[src/rtl/key_event.sv]
// Per-channel button event decoder: press/release pulses plus long-press and auto-repeat timing.
// The release and repeat outputs are named release_pulse/repeat_pulse because release and repeat are SystemVerilog keywords.
module key_event #(
  parameter int WIDTH      = 1,
  parameter int LONG_CYC   = 50_000_000,
  parameter int REPEAT_CYC = 10_000_000
) (
  input  logic             clk,
  input  logic             sys_rst_n,
  input  logic [WIDTH-1:0] btn,
  output logic [WIDTH-1:0] press,
  output logic [WIDTH-1:0] release_pulse,
  output logic [WIDTH-1:0] long_press,
  output logic [WIDTH-1:0] repeat_pulse,
  output logic [WIDTH-1:0] held
);

  localparam int MAX_CYC = (LONG_CYC > REPEAT_CYC) ? LONG_CYC : REPEAT_CYC;
  localparam int CW      = $clog2(MAX_CYC + 1);
  localparam logic [CW-1:0] LONG_T = CW'(LONG_CYC - 1);
  localparam logic [CW-1:0] REP_T  = CW'(REPEAT_CYC - 1);

  typedef enum logic [1:0] {
    ST_IDLE    = 2'd0,
    ST_PRESSED = 2'd1,
    ST_REPEAT  = 2'd2
  } state_t;

  for (genvar g = 0; g < WIDTH; g++) begin : g_ch
    state_t        state;
    logic [CW-1:0] cnt;
    logic          press_q;
    logic          release_q;
    logic          long_q;
    logic          repeat_q;
    logic          held_q;

    always_ff @(posedge clk or negedge sys_rst_n) begin
      if (!sys_rst_n) begin
        state     <= ST_IDLE;
        cnt       <= '0;
        press_q   <= 1'b0;
        release_q <= 1'b0;
        long_q    <= 1'b0;
        repeat_q  <= 1'b0;
        held_q    <= 1'b0;
      end else begin
        press_q   <= 1'b0;
        release_q <= 1'b0;
        long_q    <= 1'b0;
        repeat_q  <= 1'b0;
        case (state)
          ST_IDLE: begin
            cnt <= '0;
            if (btn[g]) begin
              state   <= ST_PRESSED;
              press_q <= 1'b1;
              held_q  <= 1'b1;
            end else begin
              held_q <= 1'b0;
            end
          end
          // Release is tested first so it wins over a coinciding terminal count.
          ST_PRESSED: begin
            if (!btn[g]) begin
              state     <= ST_IDLE;
              cnt       <= '0;
              release_q <= 1'b1;
              held_q    <= 1'b0;
            end else if (cnt == LONG_T) begin
              state  <= ST_REPEAT;
              cnt    <= '0;
              long_q <= 1'b1;
            end else begin
              cnt <= cnt + 1'b1;
            end
          end
          ST_REPEAT: begin
            if (!btn[g]) begin
              state     <= ST_IDLE;
              cnt       <= '0;
              release_q <= 1'b1;
              held_q    <= 1'b0;
            end else if (cnt == REP_T) begin
              cnt      <= '0;
              repeat_q <= 1'b1;
            end else begin
              cnt <= cnt + 1'b1;
            end
          end
          default: begin
            state  <= ST_IDLE;
            cnt    <= '0;
            held_q <= 1'b0;
          end
        endcase
      end
    end

    assign press[g]         = press_q;
    assign release_pulse[g] = release_q;
    assign long_press[g]    = long_q;
    assign repeat_pulse[g]  = repeat_q;
    assign held[g]          = held_q;
  end

endmodule

[config.mk]
export PLATFORM = sky130hd
export DESIGN_NAME = key_event
export DESIGN_NICKNAME = d
export VERILOG_FILES = /design/src/rtl/key_event.sv
export SDC_FILE = /design/constraint.sdc
export NUM_CORES = 1
export LEC_CHECK = 0
export BUFFER_PORTS_ARGS = -buffer_cell sky130_fd_sc_hd__buf_2
export CAP_MARGIN = 20
export CORE_ASPECT_RATIO = 1.1
export CORE_MARGIN = 5
export CORE_UTILIZATION = 35
export CTS_BUF_LIST = sky130_fd_sc_hd__clkbuf_16
export CTS_CLUSTER_DIAMETER = 80
export DETAILED_ROUTE_END_ITERATION = 8
export HOLD_SLACK_MARGIN = 0.08
export SLEW_MARGIN = 10
export SYNTH_ARGS = -nofsm -noshare
export SYNTH_HDL_FRONTEND = slang
export SYNTH_SLANG_ARGS = --single-unit
[constraint.sdc]
create_clock -name clk -period 1.9 [get_ports clk]
set_input_delay 0.19 -clock clk [delete_from_list [all_inputs] [get_ports clk]]
set_output_delay 0.19 -clock clk [all_outputs]
set_load 0.01 [all_outputs]
==> flow_summary_export.csv, run 1 <==
group,metric,value,unit
status,status,"finished clean",
power,pwr-share-clk,38.3,%
grt,grt_pass1_wl,6.24,mm
grt,gr-usage-all-layers,12.8,%
timing,skew,3.19,ps
floorplanning,fp.dieArea,6270,um2
floorplanning,die_y,82.6,um
timing,period_share,96.8,%
worst_hold_path,hp-class,"primary input to flop",
floorplanning,core_area,4650,um2
timing,finalHoldViolations,0,
worst_setup_path,crit_type,"flop to flop",
grt,gr-total-overflow,0,
synth,synthesis.nets,173,
timing,max_freq,0.544,GHz
synth,synth-edff-count,0,
routing,drt-pass1-iter-count,4,
placed_design,gp_congestion,0.764,
floorplanning,initial_utilization,36.0,%
clocking,clock_sinks,33,
timing,finalMaxSlewViolations,0,
synth,postSynthCellCount,166,
run,cap_viol_max_count,0,
floorplanning,pin_count,8,
clocking,clockBufferDepth,2,
power,p_per_area,928,nW/um2
finish,postLayoutCoreUtil,44.4,%
synth,synth_area_leaders,"dfrtp_1, xor2_1, nor2_1",
placed_design,dp_hpwl,2.41,mm
placed_design,io_buffer_count,7,
synth,ys_ff_latch,33,
finish,drive_gt1_share,18.7,%
worst_setup_path,critPathArrivalTime,2000,ps
worst_setup_path,end_kind,"flop",
finish,diodes,0,
routing,drc_errors,0,
worst_setup_path,crit_fanout,21,
clocking,path_clk_slew,50,ps
timing,fin_crit,1840,ps
power,ir_drop,0.351,mV
synth,async_flop_share,100,%
synth,synth.most_common_cell,"dfrtp_1",
power,pwr-share-comb,20.9,%
grt,grt_max_degree,34,
power,switching_share,27.6,%
synth,yosysWarnings,0,
timing,setup_violations,0,
routing,post_drt_wl_per_cell,13.4,um
routing,ant_nets,0,
power,p_leak,0.928,nW
clocking,cts_inserted_buffers,5,
clocking,clk_latency,270,ps
finish,nets,204,
routing,vias,1268,
power,netSwitchingPower,529,uW
routing,drt_wl_total,3.39,mm
grt,antenna_found_initial,0,
power,power.internal,1.39,mW
clocking,cts_root_buf,"clkbuf_16",
clocking,cts_tree,"built",
finish,finalNonFillerCells,254,
synth,yosys-top-cells-count,"dfrtp_1, nor2_1, xor2_1",
synth,syn_area_per_cell,10.1,um2
worst_setup_path,startpoint_type,"flop",
synth,synth_top_area_share,49.3,%
grt,grt_pass1_vias,1314,
synth,yosysSeqAreaShare,49.3,%
synth,yosysTopAreaCell,"dfrtp_1",
placed_design,dp.cells,245,
synth,synthFlopType,"dfrtp_1",
timing,worst_pin_slew,737,ps
synth,ys_types,31,
floorplanning,die_w,76.0,um
timing,hold_ws,244,ps
timing,rsz0062_at_grt,"true",
clocking,htreeDepth,2,
floorplanning,num_rows,26,
routing,viasPerCell,4.99,
timing,maxSlewHeadroom,50.9,%
worst_setup_path,worstPathRequired,2060,ps
power,sequentialPowerShare,40.8,%
routing,drt-initial-drc-count,104,
finish,syn_to_final_growth,23.3,%
synth,syn_area,1680,um2
path summary, 6_finish.rpt:
check	from	to	slack, ps	depth (start not counted)
hold reg to reg	g_ch[0].cnt[0]$_DFF_PN0_	g_ch[0].cnt[0]$_DFF_PN0_	490	1
setup / recovery	g_ch[0].cnt[8]$_DFF_PN0_	g_ch[0].cnt[6]$_DFF_PN0_	60	6
setup reg to reg	g_ch[0].cnt[8]$_DFF_PN0_	g_ch[0].cnt[6]$_DFF_PN0_	60	6
max in group asynchronous	sys_rst_n	g_ch[0].cnt[20]$_DFF_PN0_	910	2
hold / removal	btn	release_pulse$_DFF_PN0_	240	2
min in group asynchronous	sys_rst_n	g_ch[0].cnt[2]$_DFF_PN0_	520	2
per-layer routing:
metal / vias to the layer above / GRT usage (%) / share of wire, %
li1: 634 / - / -
met1: 605 / 15.1 / 45
met2: 22 / 21.3 / 49
met3: 7 / 3.69 / 4.2
met4: 0 / 6.41 / 2.4
met5: - / 0 / 0
registers in the layout, summed over array words and instances (netlist names):
| signal | count |
|---|---|
| g_ch.cnt | 26 |
| g_ch.state | 2 |
| held | 1 |
| long_press | 1 |
| press | 1 |
| release_pulse | 1 |
| repeat_pulse | 1 |
timing repair:
item / 4_1_cts / 5_1_grt
hold buffers: 1 / 0
endpoints found under the hold margin: 33 / 0
resized for setup: 0 / 3
setup buffers: 0 / 0
endpoints found under the setup margin: 0 / 27
final cells by class:
class	instances	area, um2
Tap cell	56	70.1
Fill cell	453	2590
Timing Repair Buffer	27	200
Sequential cell	33	826
Multi-Input combinational cell	124	811
Inverter	6	22.5
Clock buffer	5	125
Clock inverter	3	11.3
logic make-up (layout without fill, tap and decap cells):
family          count (synthesis)  after routing  share of synthesized area [%]
compound gates                  9              9                           4.48
flops                          33             33                           49.3
fa+ha+maj                       4              4                           2.99
mux                             1              1                          0.597
buf+inv                         9             41                           2.91
simple gates                   86             86                           27.2
xor+xnor                       24             24                           12.5
cell usage in the layout, fill, tap and decap left out, types with 5 or more instances in the layout:
master	Yosys	layout
nor2_1	31	31
xnor2_1	7	7
nand3_1	8	8
clkbuf_16	0	5
nand4_1	11	11
xor2_1	17	17
nand2_1	12	12
inv_1	6	9
buf_4	0	18
dfrtp_1	33	33
buf_2	0	7
power by group through the flow:
stage | Combinational [mW] | Sequential [mW] | Clock, mW
after floorplan | 0.254 | 0.799 | 0
after global placement | 0.388 | 0.791 | 0
after detailed placement | 0.397 | 0.794 | 0
after CTS | 0.402 | 0.781 | 0.764
after global routing | 0.444 | 0.791 | 0.793
final | 0.400 | 0.782 | 0.735
per-stage QoR:
stage	total power [mW]	TNS [ps]	instance area [um2]	setup slack, ps
finish	1.92	0	2070	60.2
floorplan	1.05	0	1680	29.2
detailed placement	1.19	0	1910	54.0
global placement	1.18	0	1910	75.5
global route	2.03	-8.69	2070	-4.27
CTS	1.95	0	2060	29.0
worst max-delay path, stage by stage (launching register included):
cell	delay, ps
dfrtp_1	380
or4b_4	550
nor4_4	240
nor2_1	110
a31oi_4	190
buf_12	180
nor2_1	60
Power figures use the tool's default switching activity.
==> inputs of run 2 (changes only) <==
--- a/config.mk
+++ b/config.mk
@@ -13,7 +13,7 @@
 export CTS_BUF_LIST = sky130_fd_sc_hd__clkbuf_16
 export CTS_CLUSTER_DIAMETER = 80
 export DETAILED_ROUTE_END_ITERATION = 8
-export HOLD_SLACK_MARGIN = 0.08
+export PLACE_DENSITY = 0.57
 export SLEW_MARGIN = 10
 export SYNTH_ARGS = -nofsm -noshare
 export SYNTH_HDL_FRONTEND = slang
==> flow_summary_export.csv, run 2 (synthesis results as in run 1) <==
group,metric,value,unit
clocking,cts_tree,"built",
worst_setup_path,critPathArrivalTime,2020,ps
timing,max_freq,0.539,GHz
power,pwr-share-comb,19.2,%
finish,ff_latch_area,826,um2
timing,finalHoldViolations,33,
floorplanning,die_w,76.0,um
placed_design,placed_cell_area,1890,um2
placed_design,io_buffer_count,7,
routing,drt-initial-drc-count,43,
worst_hold_path,hp-class,"primary input to async pin",
status,violations,"hold timing",
worst_setup_path,path_cells,"or4b_4 -> nor4_4 -> nor2_1 -> a31oi_4 -> buf_12 -> nor2_1",
placed_design,dp_hpwl,2.47,mm
worst_setup_path,regToRegStartpoint,"g_ch[0].cnt[7]$_DFF_PN0_",
timing,setup_violations,0,
grt,gr-usage-all-layers,12.0,%
timing,maxSlewHeadroom,50.1,%
power,pwr-share-clk,39.2,%
power,ir_drop,0.372,mV
timing,skew,3.32,ps
grt,grt_max_degree,34,
timing,hold_ws,-11.4,ps
clocking,clock_sinks,33,
routing,post_drt_wl_per_cell,13.8,um
finish,drive_gt1_share,17.5,%
finish,layout_common_cells,"dfrtp_1, nor2_1, xor2_1",
power,p_per_area,929,nW/um2
finish,diodes,0,
routing,drt_wl_total,3.45,mm
placed_design,gp_congestion,0.766,
finish,final_common_cell,"dfrtp_1",
grt,grt_pass1_vias,1326,
worst_setup_path,crit_type,"flop to flop",
worst_setup_path,end_kind,"flop",
routing,viasPerCell,5.16,
power,p_leak,0.904,nW
worst_setup_path,worstPathRequired,2060,ps
power,power.internal,1.36,mW
worst_setup_path,r2r_slack,50,ps
grt,antenna_found_initial,0,
floorplanning,pin_count,8,
power,sequentialPowerShare,41.5,%
status,status,"complete, but fails checks",
clocking,cts_inserted_buffers,5,
finish,syn_to_final_growth,21.1,%
clocking,cts_root_buf,"clkbuf_16",
worst_setup_path,critPathSlowestCell,"or4b_4",
clocking,path_clk_slew,50,ps
worst_setup_path,crit_fanout,26,
finish,top_register,"g_ch.cnt",
floorplanning,die_y,82.6,um
grt,grt_pass1_wl,5.95,mm
timing,fin_crit,1850,ps
clocking,cts_setup_buffers,0,
timing,period_share,97.6,%
routing,drc_errors,0,
power,switching_share,27.7,%
run,cap_viol_max_count,0,
clocking,clockBufferDepth,2,
clocking,htreeDepth,2,
timing,finalMaxSlewViolations,0,
finish,multi_input_area,805,um2
finish,nFillCells,453,
grt,gr-total-overflow,0,
worst_setup_path,critPathMaxStageDelay,560,ps
timing,worst_pin_slew,749,ps
floorplanning,initial_utilization,36.0,%
worst_setup_path,reg2reg_to,"g_ch[0].cnt[11]$_DFF_PN0_",
worst_setup_path,critPathMostFrequentCell,"nor2_1",
power,netSwitchingPower,521,uW
worst_setup_path,rr_worst_depth,6,
finish,nets,200,
routing,ant_nets,0,
routing,vias,1289,
worst_setup_path,startpoint_type,"flop",
clocking,clk_latency,270,ps
worst_setup_path,cp.buffers_inverters,1,
finish,largest_reg_flops,26,
floorplanning,num_rows,26,
finish,reg_top3,"g_ch.cnt (26), g_ch.state (2)",
floorplanning,fp.dieArea,6270,um2
floorplanning,core_area,4650,um2
worst_setup_path,crit_family,"simple AND/OR/NAND/NOR gates",
timing,rsz0062_at_grt,"true",
routing,drt-pass1-iter-count,4,
finish,fin_area,2030,um2
## run 2: layout make-up
| cell class | instances | area share [%] |
|---|---|---|
| Inverter | 6 | 1.11 |
| Sequential cell | 33 | 40.7 |
| Clock buffer | 5 | 6.17 |
| Timing Repair Buffer | 23 | 8.27 |
| Clock inverter | 3 | 0.617 |
| Multi-Input combinational cell | 124 | 39.7 |
| Tap cell | 56 | 3.45 |
## run 2: how the worst max path moves through the flow
stage | startpoint | to | cells past startpoint
global route | g_ch[0].cnt[7]$_DFF_PN0_ | g_ch[0].cnt[23]$_DFF_PN0_ | 6
global placement | g_ch[0].cnt[8]$_DFF_PN0_ | g_ch[0].state[0]$_DFFE_PN0P_ | 6
CTS | g_ch[0].cnt[8]$_DFF_PN0_ | g_ch[0].cnt[23]$_DFF_PN0_ | 6
finish | g_ch[0].cnt[7]$_DFF_PN0_ | g_ch[0].cnt[11]$_DFF_PN0_ | 6
detailed placement | g_ch[0].cnt[8]$_DFF_PN0_ | g_ch[0].state[0]$_DFFE_PN0P_ | 6
floorplan | g_ch[0].cnt[8]$_DFF_PN0_ | g_ch[0].cnt[6]$_DFF_PN0_ | 6
## run 2: power groups by stage
stage	sequential (mW)	clock [mW]	combinational (mW)
after floorplan	0.799	0	0.254
after global placement	0.791	0	0.351
after detailed placement	0.795	0	0.361
after CTS	0.783	0.769	0.364
after global routing	0.788	0.799	0.398
final	0.783	0.739	0.363
## run 2: metrics by stage
step	setup TNS, ps	utilization [%]	instances	total power [mW]	setup slack [ps]
5_1_grt	-1610	43.6	250	1.98	-71.3
4_1_cts	0	43.5	250	1.92	33.6
6_report	0	43.6	250	1.88	45.3
3_5_place_dp	0	40.6	242	1.16	46.8
3_3_place_gp	0	40.6	242	1.14	105
2_1_floorplan	0	-	166	1.05	29.2
## run 2: what timing repair did
item,in CTS,in global routing
resized for setup,0,2
setup endpoints to repair,0,28
hold endpoints to repair,0,0
hold buffers,0,0
## run 2: metal layers
layer	global-route usage, %	vias to the layer above	share of wire (%)
met5	0	-	0
met4	6.05	0	1.8
met3	3.69	7	4.7
met2	21.1	21	50
met1	13.3	631	44
li1	-	630	-
